<file path="src/rtl/ps2_key_rx_pkg.sv">
// Shared constants, decoder state encoding and key event layout for the PS/2 key receiver.
package ps2_pkg;

  localparam logic [7:0] PS2_E0         = 8'hE0;
  localparam logic [7:0] PS2_F0         = 8'hF0;
  localparam int         PS2_FRAME_BITS = 11;
  localparam int         PS2_EVENT_W    = 10;

  typedef enum logic [1:0] {
    IDLE    = 2'b00,
    EXT     = 2'b01,
    BRK     = 2'b10,
    EXT_BRK = 2'b11
  } dec_state_t;

  typedef struct packed {
    logic       ext;
    logic       brk;
    logic [7:0] code;
  } key_event_t;

  function automatic logic odd_parity_ok(input logic [7:0] data, input logic par);
    return ^{data, par};
  endfunction

endpackage

</file>
<file path="src/rtl/ps2_key_rx_if.sv">
// Valid/ready key event stream between the PS/2 receiver and its consumer.
interface ps2_key_rx_if;

  logic       key_valid;
  logic       key_ready;
  logic [7:0] key_code;
  logic       key_break;
  logic       key_ext;

  modport master (
    output key_valid,
    output key_code,
    output key_break,
    output key_ext,
    input  key_ready
  );

  modport slave (
    input  key_valid,
    input  key_code,
    input  key_break,
    input  key_ext,
    output key_ready
  );

endinterface

</file>
<file path="src/rtl/ps2_key_rx_fifo.sv">
// Synchronous first-word-fall-through FIFO holding decoded key events.
module ps2_event_fifo #(
  parameter int WIDTH = 10,
  parameter int DEPTH = 8
) (
  input  logic             clk,
  input  logic             rst,
  input  logic             push,
  input  logic [WIDTH-1:0] push_data,
  input  logic             pop,
  output logic [WIDTH-1:0] pop_data,
  output logic             empty,
  output logic             full
);

  localparam int AW = $clog2(DEPTH);

  logic [WIDTH-1:0] mem [DEPTH];
  logic [AW:0]      wr_ptr;
  logic [AW:0]      rd_ptr;
  logic             do_push;
  logic             do_pop;

  // Pointers carry one extra wrap bit so full and empty are distinguishable.
  assign empty   = (wr_ptr == rd_ptr);
  assign full    = (wr_ptr[AW] != rd_ptr[AW]) && (wr_ptr[AW-1:0] == rd_ptr[AW-1:0]);
  assign do_pop  = pop && !empty;
  assign do_push = push && (!full || do_pop);

  always_ff @(posedge clk) begin
    if (rst) begin
      wr_ptr <= '0;
      rd_ptr <= '0;
    end else begin
      if (do_push) wr_ptr <= wr_ptr + 1'b1;
      if (do_pop)  rd_ptr <= rd_ptr + 1'b1;
    end
  end

  always_ff @(posedge clk) begin
    if (do_push) mem[wr_ptr[AW-1:0]] <= push_data;
  end

  assign pop_data = empty ? '0 : mem[rd_ptr[AW-1:0]];

endmodule

</file>
<file path="src/rtl/ps2_key_rx.sv">
// PS/2 keyboard receiver: pin sync/filter, 11-bit framer, E0/F0 prefix decoder, event FIFO.
module ps2_key_rx
  import ps2_pkg::*;
#(
  parameter int SYNC_STAGES    = 2,
  parameter int FILTER_LEN     = 8,
  parameter int TIMEOUT_CYCLES = 100000,
  parameter int FIFO_DEPTH     = 8
) (
  input  logic           clk,
  input  logic           rst,
  input  logic           ps_clk,
  input  logic           ps_data,
  ps2_key_rx_if.master   key,
  output logic           parity_err,
  output logic           frame_err,
  output logic           overflow
);

  localparam int                FILT_W    = $clog2(FILTER_LEN + 1);
  localparam int                TO_W      = $clog2(TIMEOUT_CYCLES + 1);
  localparam logic [FILT_W-1:0] FILT_LAST = FILT_W'(FILTER_LEN - 1);
  localparam logic [TO_W-1:0]   TO_LAST   = TO_W'(TIMEOUT_CYCLES - 1);
  localparam logic [3:0]        LAST_BIT  = 4'(PS2_FRAME_BITS - 1);

  logic [SYNC_STAGES-1:0] clk_sync;
  logic [SYNC_STAGES-1:0] data_sync;
  logic                   clk_s;
  logic                   data_s;
  logic                   clk_filt;
  logic [FILT_W-1:0]      filt_cnt;
  logic                   flip;
  logic                   fall;
  logic [3:0]             bit_idx;
  logic [9:0]             frame;
  logic [TO_W-1:0]        to_cnt;
  logic                   byte_valid;
  logic [7:0]             byte_data;
  dec_state_t             dec_state;
  dec_state_t             dec_next;
  logic                   emit;
  key_event_t             ev;
  logic                   push_q;
  key_event_t             push_ev;
  logic [PS2_EVENT_W-1:0] head;
  logic                   fifo_empty;
  logic                   fifo_full;

  // Idle PS/2 bus is high, so the synchronisers come out of reset at 1.
  always_ff @(posedge clk) begin
    if (rst) begin
      clk_sync  <= '1;
      data_sync <= '1;
    end else begin
      clk_sync  <= {clk_sync[SYNC_STAGES-2:0], ps_clk};
      data_sync <= {data_sync[SYNC_STAGES-2:0], ps_data};
    end
  end

  assign clk_s  = clk_sync[SYNC_STAGES-1];
  assign data_s = data_sync[SYNC_STAGES-1];
  assign flip   = (clk_s != clk_filt) && (filt_cnt == FILT_LAST);
  assign fall   = flip && clk_filt;

  always_ff @(posedge clk) begin
    if (rst) begin
      clk_filt <= 1'b1;
      filt_cnt <= '0;
    end else if (clk_s == clk_filt) begin
      filt_cnt <= '0;
    end else if (flip) begin
      clk_filt <= clk_s;
      filt_cnt <= '0;
    end else begin
      filt_cnt <= filt_cnt + 1'b1;
    end
  end

  // The stop bit is checked straight from the pin, so only bits 0..9 are stored.
  always_ff @(posedge clk) begin
    if (rst) begin
      bit_idx    <= '0;
      frame      <= '0;
      to_cnt     <= '0;
      byte_valid <= 1'b0;
      byte_data  <= '0;
      parity_err <= 1'b0;
      frame_err  <= 1'b0;
    end else begin
      byte_valid <= 1'b0;
      parity_err <= 1'b0;
      frame_err  <= 1'b0;
      if (fall) begin
        to_cnt <= '0;
        if (bit_idx == LAST_BIT) begin
          bit_idx <= '0;
          if (frame[0] || !data_s) begin
            frame_err <= 1'b1;
          end else if (!odd_parity_ok(frame[8:1], frame[9])) begin
            parity_err <= 1'b1;
          end else begin
            byte_valid <= 1'b1;
            byte_data  <= frame[8:1];
          end
        end else begin
          frame[bit_idx] <= data_s;
          bit_idx        <= bit_idx + 1'b1;
        end
      end else if (bit_idx != '0) begin
        if (to_cnt == TO_LAST) begin
          bit_idx   <= '0;
          to_cnt    <= '0;
          frame_err <= 1'b1;
        end else begin
          to_cnt <= to_cnt + 1'b1;
        end
      end else begin
        to_cnt <= '0;
      end
    end
  end

  always_ff @(posedge clk) begin
    if (rst) dec_state <= IDLE;
    else     dec_state <= dec_next;
  end

  always_comb begin
    dec_next = dec_state;
    if (parity_err || frame_err) begin
      dec_next = IDLE;
    end else if (byte_valid) begin
      case (dec_state)
        IDLE:    dec_next = (byte_data == PS2_E0) ? EXT :
                            (byte_data == PS2_F0) ? BRK : IDLE;
        EXT:     dec_next = (byte_data == PS2_E0) ? EXT :
                            (byte_data == PS2_F0) ? EXT_BRK : IDLE;
        BRK:     dec_next = (byte_data == PS2_E0) ? EXT_BRK :
                            (byte_data == PS2_F0) ? BRK : IDLE;
        EXT_BRK: dec_next = (byte_data == PS2_E0 || byte_data == PS2_F0) ? EXT_BRK : IDLE;
        default: dec_next = IDLE;
      endcase
    end
  end

  always_comb begin
    emit    = byte_valid && (byte_data != PS2_E0) && (byte_data != PS2_F0);
    ev.ext  = (dec_state == EXT) || (dec_state == EXT_BRK);
    ev.brk  = (dec_state == BRK) || (dec_state == EXT_BRK);
    ev.code = byte_data;
  end

  // Events are staged one cycle before the FIFO; overflow is flagged from that stage.
  always_ff @(posedge clk) begin
    if (rst) begin
      push_q   <= 1'b0;
      push_ev  <= '0;
      overflow <= 1'b0;
    end else begin
      push_q   <= emit;
      push_ev  <= ev;
      overflow <= push_q && fifo_full && !(!fifo_empty && key.key_ready);
    end
  end

  ps2_event_fifo #(
    .WIDTH (PS2_EVENT_W),
    .DEPTH (FIFO_DEPTH)
  ) u_fifo (
    .clk       (clk),
    .rst       (rst),
    .push      (push_q),
    .push_data (push_ev),
    .pop       (key.key_ready),
    .pop_data  (head),
    .empty     (fifo_empty),
    .full      (fifo_full)
  );

  assign key.key_valid = !fifo_empty;
  assign key.key_code  = head[7:0];
  assign key.key_break = head[8];
  assign key.key_ext   = head[9];

endmodule
</file>
<file path="src/flat_wrapper.sv">
// flat-port wrapper written by rule: the top's interface ports become plain ports
module ps2_key_rx_flat import ps2_pkg::*;
#(
  parameter int SYNC_STAGES    = 2,
  parameter int FILTER_LEN     = 8,
  parameter int TIMEOUT_CYCLES = 100000,
  parameter int FIFO_DEPTH     = 8
)
  (clk, rst, ps_clk, ps_data, parity_err, frame_err, overflow, key_key_valid, key_key_code, key_key_break, key_key_ext, key_key_ready);
  ps2_key_rx_if key_i ();
  input  logic clk;
  input  logic rst;
  input  logic ps_clk;
  input  logic ps_data;
  output logic parity_err;
  output logic frame_err;
  output logic overflow;
  output wire logic [$bits(key_i.key_valid)-1:0] key_key_valid;
  output wire logic [$bits(key_i.key_code)-1:0] key_key_code;
  output wire logic [$bits(key_i.key_break)-1:0] key_key_break;
  output wire logic [$bits(key_i.key_ext)-1:0] key_key_ext;
  input wire logic [$bits(key_i.key_ready)-1:0] key_key_ready;
  assign key_key_valid = key_i.key_valid;
  assign key_key_code = key_i.key_code;
  assign key_key_break = key_i.key_break;
  assign key_key_ext = key_i.key_ext;
  assign key_i.key_ready = key_key_ready;
  ps2_key_rx #(.SYNC_STAGES(SYNC_STAGES), .FILTER_LEN(FILTER_LEN), .TIMEOUT_CYCLES(TIMEOUT_CYCLES), .FIFO_DEPTH(FIFO_DEPTH)) u_core (.clk(clk), .rst(rst), .ps_clk(ps_clk), .ps_data(ps_data), .key(key_i), .parity_err(parity_err), .frame_err(frame_err), .overflow(overflow));
endmodule
</file>
<file path="config.mk">
export PLATFORM = sky130hd
export DESIGN_NAME = ps2_key_rx_flat
export DESIGN_NICKNAME = d
export VERILOG_FILES = /design/src/rtl/ps2_key_rx_pkg.sv /design/src/rtl/ps2_key_rx_if.sv /design/src/rtl/ps2_key_rx_fifo.sv /design/src/rtl/ps2_key_rx.sv /design/src/flat_wrapper.sv
export SDC_FILE = /design/constraint.sdc
export NUM_CORES = 1
export LEC_CHECK = 0
export BUFFER_PORTS_ARGS = -buffer_cell sky130_fd_sc_hd__clkbuf_2
export CAP_MARGIN = 30
export CORE_ASPECT_RATIO = 2
export CORE_MARGIN = 3
export CORE_UTILIZATION = 40
export CTS_CLUSTER_SIZE = 25
export DETAILED_ROUTE_END_ITERATION = 16
export MAX_ROUTING_LAYER = met4
export RECOVER_POWER = 100
export SETUP_SLACK_MARGIN = 0.05
export SLEW_MARGIN = 20
export SYNTH_ARGS = -nofsm -noshare
export SYNTH_HDL_FRONTEND = slang
export SYNTH_SLANG_ARGS = --single-unit
</file>
<file path="constraint.sdc">
create_clock -name clk -period 2.9 [get_ports clk]
set_input_delay 0.725 -clock clk [delete_from_list [all_inputs] [get_ports clk]]
set_output_delay 0.725 -clock clk [all_outputs]
set_load 0.05 [all_outputs]
</file>
After elaboration in Yosys (flattened, before gate mapping)
Memory sizes are Yosys's and may differ from the RTL's. A register that Yosys moved wholly into a read port is not among the register bits.
Cells that the tools add are included.
{"block": "totals", "mem_count": 1, "inputBits": 5, "ram_bits": 80, "ff_bits": 73, "out_inout_bits": 14}
{"block": "op_classes", "eq_ne": 15, "n_reduce_logical": 33, "mux": 26, "addsub": 5, "bitwise": 5, "magnitude_cmp": 2}
{"memory": "u_core.u_fifo.mem", "words": 8, "width": 10, "rd": 1, "rd_clocked_by_memory_dff": 1, "wr": 1, "line_no": "ps2_key_rx_fifo.sv:18", "rtl": "logic [WIDTH-1:0] mem [DEPTH];"}
{"operator": "adder 17 x 1 -> 17 bit (second input constant)", "n": 1}
{"operator": "equality test 17 bit (second input constant)", "n": 1}
{"operator": "adder 4 x 1 -> 4 bit (second input constant)", "n": 4}
{"operator": "equality test 8 bit (second input constant)", "n": 2}
{"operator": "2-to-1 mux 4 bit", "n": 4}
{"operator": "inequality test 8 bit (second input constant)", "n": 2}
{"operator": "2-to-1 mux 2 bit", "n": 6}
{"operator": "bitwise mux 10 bit", "n": 1}
{"operator": "logical AND 1 bit", "n": 10}
{"operator": "2-to-1 mux 1 bit", "n": 10}
{"operator": "2-to-1 mux 10 bit", "n": 1}
{"operator": "parity 9 bit", "n": 1}
{"operator": "case mux 2 bit (4 select lines)", "n": 1}
{"operator": "OR reduction 4 bit", "n": 2}
{"operator": "logical OR 1 bit", "n": 6}
{"operator": "2-to-1 mux 3 bit", "n": 2}
{"operator": "AND reduction 2 bit", "n": 3}
{"operator": "less-than comparator 4 x 5 -> 1 bit (second input constant)", "n": 1}
{"operator": "NOT 1 bit", "n": 5}
{"operator": "demux 1 bit (select 4 bit)", "n": 1}
{"operator": "equality test 2 bit (second input constant)", "n": 2}
{"operator": "equality test 4 x 3 -> 1 bit (second input constant)", "n": 1}
{"operator": "equality test 4 bit", "n": 1}
{"operator": "equality test 4 bit (second input constant)", "n": 1}
{"operator": "other kinds (12)", "n": 17}

Depth between registers and ports, before layout
Gate-level depths: netlist (run 1).
{"block": "logic_depth", "word_depth": 7, "mapped_depth": 8}

Modules after synthesis
Synthesis (run 1) repeated with hierarchy kept, for this count alone.
{"block": "unflattened", "hier_cells": 476, "area_unflattened_um2": 6354.8}
{"module": "ps2_event_fifo", "area_per_inst_um2": 3684.8, "instances": 1, "seq_area_each_um2": 2622.5, "cells_per_inst": 198}
{"module": "ps2_key_rx", "area_per_inst_um2": 2670.1, "instances": 1, "seq_area_each_um2": 1301.2, "cells_per_inst": 278}

Worst setup path before layout (run 1)
No wires, ideal clock.
{"block": "synth_timing", "path_type": "flip-flop to output port", "from": "register u_core.u_fifo.wr_ptr[0]", "to": "output port key_key_break", "setup_slack_ns": 0.459, "path_stages_with_launch": 7, "path_buffers": 2, "arrival_ns": 1.716, "required_time_ns": 2.175, "path_cell_list": "dfxtp_1 -> clkbuf_1 -> xnor2_1 -> nand3_1 -> nor2b_1 -> clkbuf_1 -> nor2_1"}
{"block": "synth_between", "elab_chain_cells": 2}
{"element": "start, declared", "line_no": "ps2_key_rx_fifo.sv:19", "rtl": "logic [AW:0] wr_ptr;"}
{"element": "start signal, assigned", "line_no": "ps2_key_rx_fifo.sv:35", "rtl": "if (do_push) wr_ptr <= wr_ptr + 1'b1;"}
{"element": "equality test 4 bit", "line_no": "ps2_key_rx_fifo.sv:25", "rtl": "assign empty = (wr_ptr == rd_ptr);"}
{"element": "2-to-1 mux 10 bit", "line_no": "ps2_key_rx_fifo.sv:44", "rtl": "assign pop_data = empty ? '0 : mem[rd_ptr[AW-1:0]];"}
{"element": "end, declared", "line_no": "flat_wrapper.sv:20", "rtl": "output wire logic [$bits(key_i.key_break)-1:0] key_key_break;"}
Every way passes these cells.

==> summary.md, run 1 <==
| Metric | Value |
|---|---|
| Wire per inst | 15.7 um |
| CP bufs+invs | 2 |
| Tcrit/Tclk final | around 93% |
| Worst-Skew Late Latency | 0.42 ns |
| Core area | 15000 um^2 |
| Synthesized cell area | ~6200 um^2 |
| First-pass iteration count of the detailed router | 4 |
| Syn Inst Count | 471 |
| Clk slew on worst S/H paths | 0.07 ns |
| Syn_nets | 480 |
| Placed Area | between 6000 and 7000 um^2 |
| Post-CTS Hold Fix Bufs | 0 |
| H-tree depth | 4 |
| GRT Total Usage | 14.4% |
| Ys Warns | 0 |
| ANT cells | 0 |
| Post-synth EDFFs | 80 |
| Io pins | 19 |
| Peak VDD IR | approximately 0.00045 V |
| Crit path max-delay family | multiplexers |
| Crit path largest cell delay | 0.51 ns |
| Final hold vios | 0 |
| Row cnt | 63 |
| Vias per cell | 5.12 |
| Hold WC Path Type | reg -> reg |
| Crit end category | output port |
| CTS tree | built |
| Gr ovfl total | 0 |
| Longest Clk Path Bufs | 2 |
| Prevailing post-synth register cell | edfxtp_1 |
| DPL Wire Length | just under 8000 um |
| Largest net degree at the start of global routing | 26 |
| I/O Buffers | 18 |
| Critical-path cell list | buf_12, mux4_2, mux2i_1, nor2_1, clkbuf_2 |
| Slew at the pin closest to its max-slew limit | 1.07 ns |
| Vias | about 3600 |
| Fill cells | ~1400 |
| Final min period | 2.68 ns |
| Commonest non-fill, non-tap cell in the layout | edfxtp_1 |
| CP startpoint kind | flip-flop |
| CTS sink count | 156 |
| Initial antenna violation count | 0 |
| CP max-delay cell | mux4_2 |
| Status | completed |
| Area of the multi-input gates | approximately 2100 um^2 |
| Die footprint | around 17000 um^2 |
| Detailed Route WL | 11100 um |
| Vias in the first global route | around 3700 |
| Die width | about 94 um |
| Mean Syn Cell Area | 13.1 um^2 |
| Slew headroom | 28.8% |
| #FFs+latches synth | 156 |
| Arrival time worst endpoint | 1.96 ns |
| Final instance area | between 7000 and 8000 um^2 |
| Initial core utilization | 41.3% |
| Residual DRC | 0 |
| Placed Cells | 676 |
| Unique masters post-synth | 48 |
| Layout cells sized above 1 | 15.6% |
| Number of gates resized after CTS | 0 |
| First-pass GRT wire length | around 18000 um |
| Synth-to-layout area growth | 14.1% |
| Unrepaired setup endpoints after global routing | no |
| Antenna-violating nets left | 0 |
| Setup Buffers After CTS | 0 |
| Final setup viols | 0 |
| Initial DRC Count | 184 |
| Die H | 182 um |
| Root Driver | clkbuf_16 |
| CP max FO | 20 |
| Final Net Count | 509 |
| Critical Path RT | 2.17 ns |
| Final RePlAce weighted congestion | ~0.8 |
| Slew Limit Fails | 0 |
| Share of the yosys chip area belonging to registers | 63.4% |
| Leakage | around 2.4 nW |
| P per Cell Area | 634 nW/um^2 |
| Register Area | 3920 um^2 |
| Max capacitance violation total | 0 |
| Clock Skews | 0.0104 ns |
| Commonest non-fill, non-tap cells in the layout | edfxtp_1, dfxtp_1, nor2_1, nand3_1, mux2i_1 |
| Crit path kind | reg -> out |
| Async SR Flop Fraction | 0% |
| CTS buffer count | 17 |
| Cell Count, Final, Fillers Out | 708 |
| F_max | about 370 MHz |
| Setup TNS | 0 ns |
==> metrics by stage <==
stage	utilization (%)	setup slack, ns	power (mW)	hold WS [ns]
6_report	47.1	0.216	4.48	0.412
4_1_cts	47.6	0.163	4.54	0.414
5_1_grt	47.1	0.0686	4.62	0.429
3_3_place_gp	43.7	0.634	2.38	0.395
2_1_floorplan	-	0.459	2.37	0.389
3_5_place_dp	43.7	0.635	2.39	0.398
==> cell usage after synthesis, types with 5 or more instances <==
| master | count | area [um^2] |
|---|---|---|
| nor2_1 | 61 | 229 |
| clkbuf_1 | 15 | 56.3 |
| a21oi_1 | 15 | 75.1 |
| dfxtp_1 | 76 | 1520 |
| mux4_2 | 20 | 450 |
| edfxtp_1 | 80 | 2400 |
| or2_2 | 5 | 31.3 |
| inv_1 | 5 | 18.8 |
| nor3_1 | 11 | 55.1 |
| and3_1 | 6 | 37.5 |
| mux2i_1 | 21 | 210 |
| nand3_1 | 32 | 160 |
| xor2_1 | 14 | 123 |
| o21ai_1 | 8 | 40.0 |
| nand2_1 | 15 | 56.3 |
| nor2b_1 | 13 | 81.3 |
| xnor2_1 | 19 | 166 |
==> flip-flops by register name, indices dropped and copies added (netlist names), 4 cells and up, named ones only <==
register and cells:
u_core.filt_cnt 4, u_core.u_fifo.wr_ptr 4, u_core.push_ev 10, u_core.u_fifo.rd_ptr 4, u_core.to_cnt 17, u_core.bit_idx 4, u_core.byte_data 8, u_core.u_fifo.mem 80
u_core.frame 10
==> metal layers <==
metal / global-route usage [%] / wire length, um / vias to the layer above / share of wire (%)
met5: - / 0 / - / 0
met4: 5.67 / 197 / 0 / 1.8
met3: 3.61 / 275 / 14 / 2.5
met2: 26.4 / 6460 / 50 / 58
li1: - / - / 1776 / -
met1: 14.0 / 4160 / 1788 / 38
==> logic make-up after synthesis <==
family | count (synthesis) | share of synthesized area [%]
xor gates and xnor gates | 35 | 5.46
muxes | 42 | 10.9
adders and majority gates | 4 | 0.809
DFF | 156 | 63.4
buffers and inverters | 28 | 2.08
AOI/OAI and AO/OA | 35 | 3.30
and+or+nand+nor | 171 | 14.1
==> worst reg2reg max path, stage by stage, from the launching register on <==
cell,delay [ns]
dfxtp_1,0.47
xnor2_1,0.11
nand3_1,0.16
o21ai_0,0.32
nor4_1,0.33
clkbuf_1,0.61
==> path summary, 6_finish.rpt <==
kind              slack (ns)  cells after the start                           endpoint                                 start
setup reg to reg        0.53                      5  u_core.u_fifo.mem[0][8]$_DFFE_PP_  u_core.u_fifo.wr_ptr[1]$_SDFFE_PP0P_
hold reg to reg         0.41                      1     u_core.data_sync[1]$_SDFF_PP1_        u_core.data_sync[0]$_SDFF_PP1_
hold / removal          0.41                      1     u_core.data_sync[1]$_SDFF_PP1_        u_core.data_sync[0]$_SDFF_PP1_
setup / recovery        0.22                      5                      key_key_break                             flip-flop
==> area by class of cell <==
class,instances,area share [%]
Sequential cell,156,55.6
Multi-Input combinational cell,287,30.0
Inverter,5,0.266
Tap cell,195,3.46
Clock buffer,17,6.03
Timing Repair Buffer,33,2.39
Clock inverter,15,2.29
==> where the power goes <==
| part | switching (mW) | total, mW | internal [mW] |
|---|---|---|---|
| clock | 0.988 | 2.15 | 1.16 |
| combinational | 0.0174 | 0.0255 | 0.00804 |
| sequential | 0.00643 | 2.31 | 2.30 |
Note: power is estimated with default switching activity, not from simulation.
==> run 2: changes to the inputs <==
--- a/config.mk
+++ b/config.mk
@@ -13,7 +13,7 @@
 export CTS_CLUSTER_SIZE = 25
 export DETAILED_ROUTE_END_ITERATION = 16
 export MAX_ROUTING_LAYER = met4
-export RECOVER_POWER = 100
+export RECOVER_POWER = 25
 export SETUP_SLACK_MARGIN = 0.05
 export SLEW_MARGIN = 20
 export SYNTH_ARGS = -nofsm -noshare
==> run 2 against run 1 <==
Hold slack barely moved. Largest cell class unchanged. Critical endpoint unchanged. Sequential power about the same. Maximum frequency is essentially flat. Sequential share of layout area fell by 0.55 points. Die area is the same. Clock skew barely moved.
==> summary.md, run 2 (synthesis results as in run 1) <==
| Metric | Value |
|---|---|
| P per Cell Area | 629 nW/um^2 (-0.92%) |
| Vias | 3613 (-0.41%) |
| Longest Clk Path Bufs | 2 (unchanged) |
| H-tree depth | 4 (unchanged) |
| Unrepaired setup endpoints after global routing | no |
| CP startpoint kind | flip-flop |
| CTS tree | built |
| Register Area | 3920 um^2 (unchanged) |
| Status | completed |
| Number of gates resized after CTS | 0 (unchanged) |
| Sw Share | 22.6% (about the same) |
| Wire per inst | 15.6 um (-0.42%) |
| Final min period | 2.68 ns (+0.000284 ns) |
| GRT Total Usage | 14.4% (unchanged) |
| Core area | 15000 um^2 (unchanged) |
| Initial antenna violation count | 0 (unchanged) |
| Crit end category | output port |
| Tcrit/Tclk final | 92.6% (about the same) |
| Setup TNS | 0 ns (unchanged) |
| Final hold vios | 0 (unchanged) |
| Final RePlAce weighted congestion | 0.810 (unchanged) |
| Max FFs per register | 80 (unchanged) |
| I/O Buffers | 18 (unchanged) |
| Leakage | 2.52 nW (+4.2%) |
| Largest net degree at the start of global routing | 26 (unchanged) |
| Vias per cell | 5.10 (-0.41%) |
| First-pass iteration count of the detailed router | 4 (unchanged) |
| First-pass GRT wire length | 18200 um (unchanged) |
| Commonest non-fill, non-tap cells in the layout | edfxtp_1, dfxtp_1, nor2_1, nand3_1, mux2i_1 |
| Hold Path Cell Cnt | 1 (unchanged) |
| Clk slew on worst S/H paths | 0.07 ns (about the same) |
| Residual DRC | 0 (unchanged) |
| Max capacitance violation total | 0 (unchanged) |
| CTS buffer count | 17 (unchanged) |
| F_max | 373 MHz (about the same) |
| Slew at the pin closest to its max-slew limit | 0.746 ns (-0.322 ns) |
| Clock Skews | 0.0105 ns (+0.0000618 ns) |
| Die footprint | 17100 um^2 (unchanged) |
| Commonest non-fill, non-tap cell in the layout | edfxtp_1 |
| Arrival time worst endpoint | 1.96 ns (about the same) |
| Int Pwr | 3.47 mW (about the same) |
| Vias in the first global route | 3696 (unchanged) |
| Final Net Count | 509 (unchanged) |
| R2r setup slk | 0.83 ns (+0.30 ns) |
| Initial DRC Count | 183 (-0.54%) |
| Critical Path RT | 2.17 ns (about the same) |
| Share of power burned in registers | 51.5% (about the same) |
| Final setup viols | 0 (unchanged) |
| DPL Wire Length | 7740 um (unchanged) |
| Critical register-to-register path startpoint | u_core.filt_cnt[0]$_SDFF_PP0_ |
| Worst-Skew Late Latency | 0.42 ns (about the same) |
| CTS sink count | 156 (unchanged) |
| Clock power frac | 47.9% (about the same) |
| Reg2Reg Depth | 6 (+1) |
| Die width | 94.0 um (unchanged) |
| Io pins | 19 (unchanged) |
| Slew headroom | 49.8% (+21 points) |
| Detailed Route WL | 11000 um (-0.42%) |
| Slew Limit Fails | 0 (unchanged) |
| Crit path to | key_key_break |
| Peak VDD IR | 0.000450 V (+0.53%) |
| CP max FO | 20 (unchanged) |
| Crit path kind | reg -> out |
| Hold WC Path Type | reg -> reg |
| Die H | 182 um (unchanged) |
| Root Driver | clkbuf_16 |
| Fin util | 47.6% (+0.47 points) |
| Gr ovfl total | 0 (unchanged) |
| FF-to-FF End | u_core.byte_data[2]$_SDFFE_PP0P_ |
| Logic pwr share | 0.6% (about the same) |
| Setup Buffers After CTS | 0 (unchanged) |
| Initial core utilization | 41.3% (unchanged) |
| Synth-to-layout area growth | 15.2% |
| Fill cells | 1342 (-1.5%) |
| Antenna-violating nets left | 0 (unchanged) |
| Post-CTS Hold Fix Bufs | 0 (unchanged) |
| Area of the multi-input gates | 2140 um^2 (+1.1%) |
| Layout cells sized above 1 | 19.1% (+3.5 points) |
| Psw | 1.01 mW (+0.16%) |
| Row cnt | 63 (unchanged) |
| ANT cells | 0 (unchanged) |
-- run 2: worst min path at each step --
stage | end | slack (ns) | from
after global routing | u_core.clk_sync[1]$_SDFF_PP1_ | 0.43 | u_core.clk_sync[0]$_SDFF_PP1_
after global placement | u_core.data_sync[1]$_SDFF_PP1_ | 0.40 | u_core.data_sync[0]$_SDFF_PP1_
after CTS | u_core.data_sync[1]$_SDFF_PP1_ | 0.41 | u_core.data_sync[0]$_SDFF_PP1_
final | u_core.data_sync[1]$_SDFF_PP1_ | 0.41 | u_core.data_sync[0]$_SDFF_PP1_
after detailed placement | u_core.data_sync[1]$_SDFF_PP1_ | 0.40 | u_core.data_sync[0]$_SDFF_PP1_
after floorplan | u_core.clk_sync[1]$_SDFF_PP1_ | 0.39 | u_core.clk_sync[0]$_SDFF_PP1_
-- run 2: power groups by stage --
stage | registers (mW) | logic [mW] | clock network [mW]
6_report | 2.31 | 0.0268 | 2.15
2_1_floorplan | 2.35 | 0.0199 | 0
4_1_cts | 2.31 | 0.0275 | 2.21
3_5_place_dp | 2.36 | 0.0275 | 0
3_3_place_gp | 2.36 | 0.0268 | 0
5_1_grt | 2.31 | 0.0307 | 2.28
-- run 2: layer usage --
layer	GRT usage, %	share of wire [%]	up-vias
li1	-	-	1772
met1	14.0	38	1772
met2	26.4	58	54
met3	3.61	2.8	15
met4	5.67	1.8	0
met5	-	0	-
-- run 2: final cells by class --
cell class                 instances  area share, %
tap                              195           3.42
clock inverter                    15           2.26
multi-input combinational        287           30.0
sequential                       156           55.0
timing repair buffer              33           3.02
inverter                           5          0.263
clock buffer                      17           5.97
-- run 2: critical path: stages, from the launching register on --
cell      delay (ns)
dfxtp_1         0.36
buf_12          0.20
mux4_2          0.51
mux2i_1         0.17
nor2_1          0.05
clkbuf_2        0.23
-- run 2: metrics by stage --
| stage | cells | instance area [um^2] | hold WS [ns] | total power, mW | setup slack [ns] |
|---|---|---|---|---|---|
| final | 708 | 7130 | 0.412 | 4.48 | 0.215 |
| after global routing | 708 | 7130 | 0.429 | 4.62 | 0.0825 |
| after CTS | 708 | 7130 | 0.414 | 4.54 | 0.163 |
| after detailed placement | 676 | 6540 | 0.398 | 2.39 | 0.635 |
| after global placement | 676 | 6540 | 0.395 | 2.38 | 0.634 |
| after floorplan | 471 | 6190 | 0.389 | 2.37 | 0.459 |
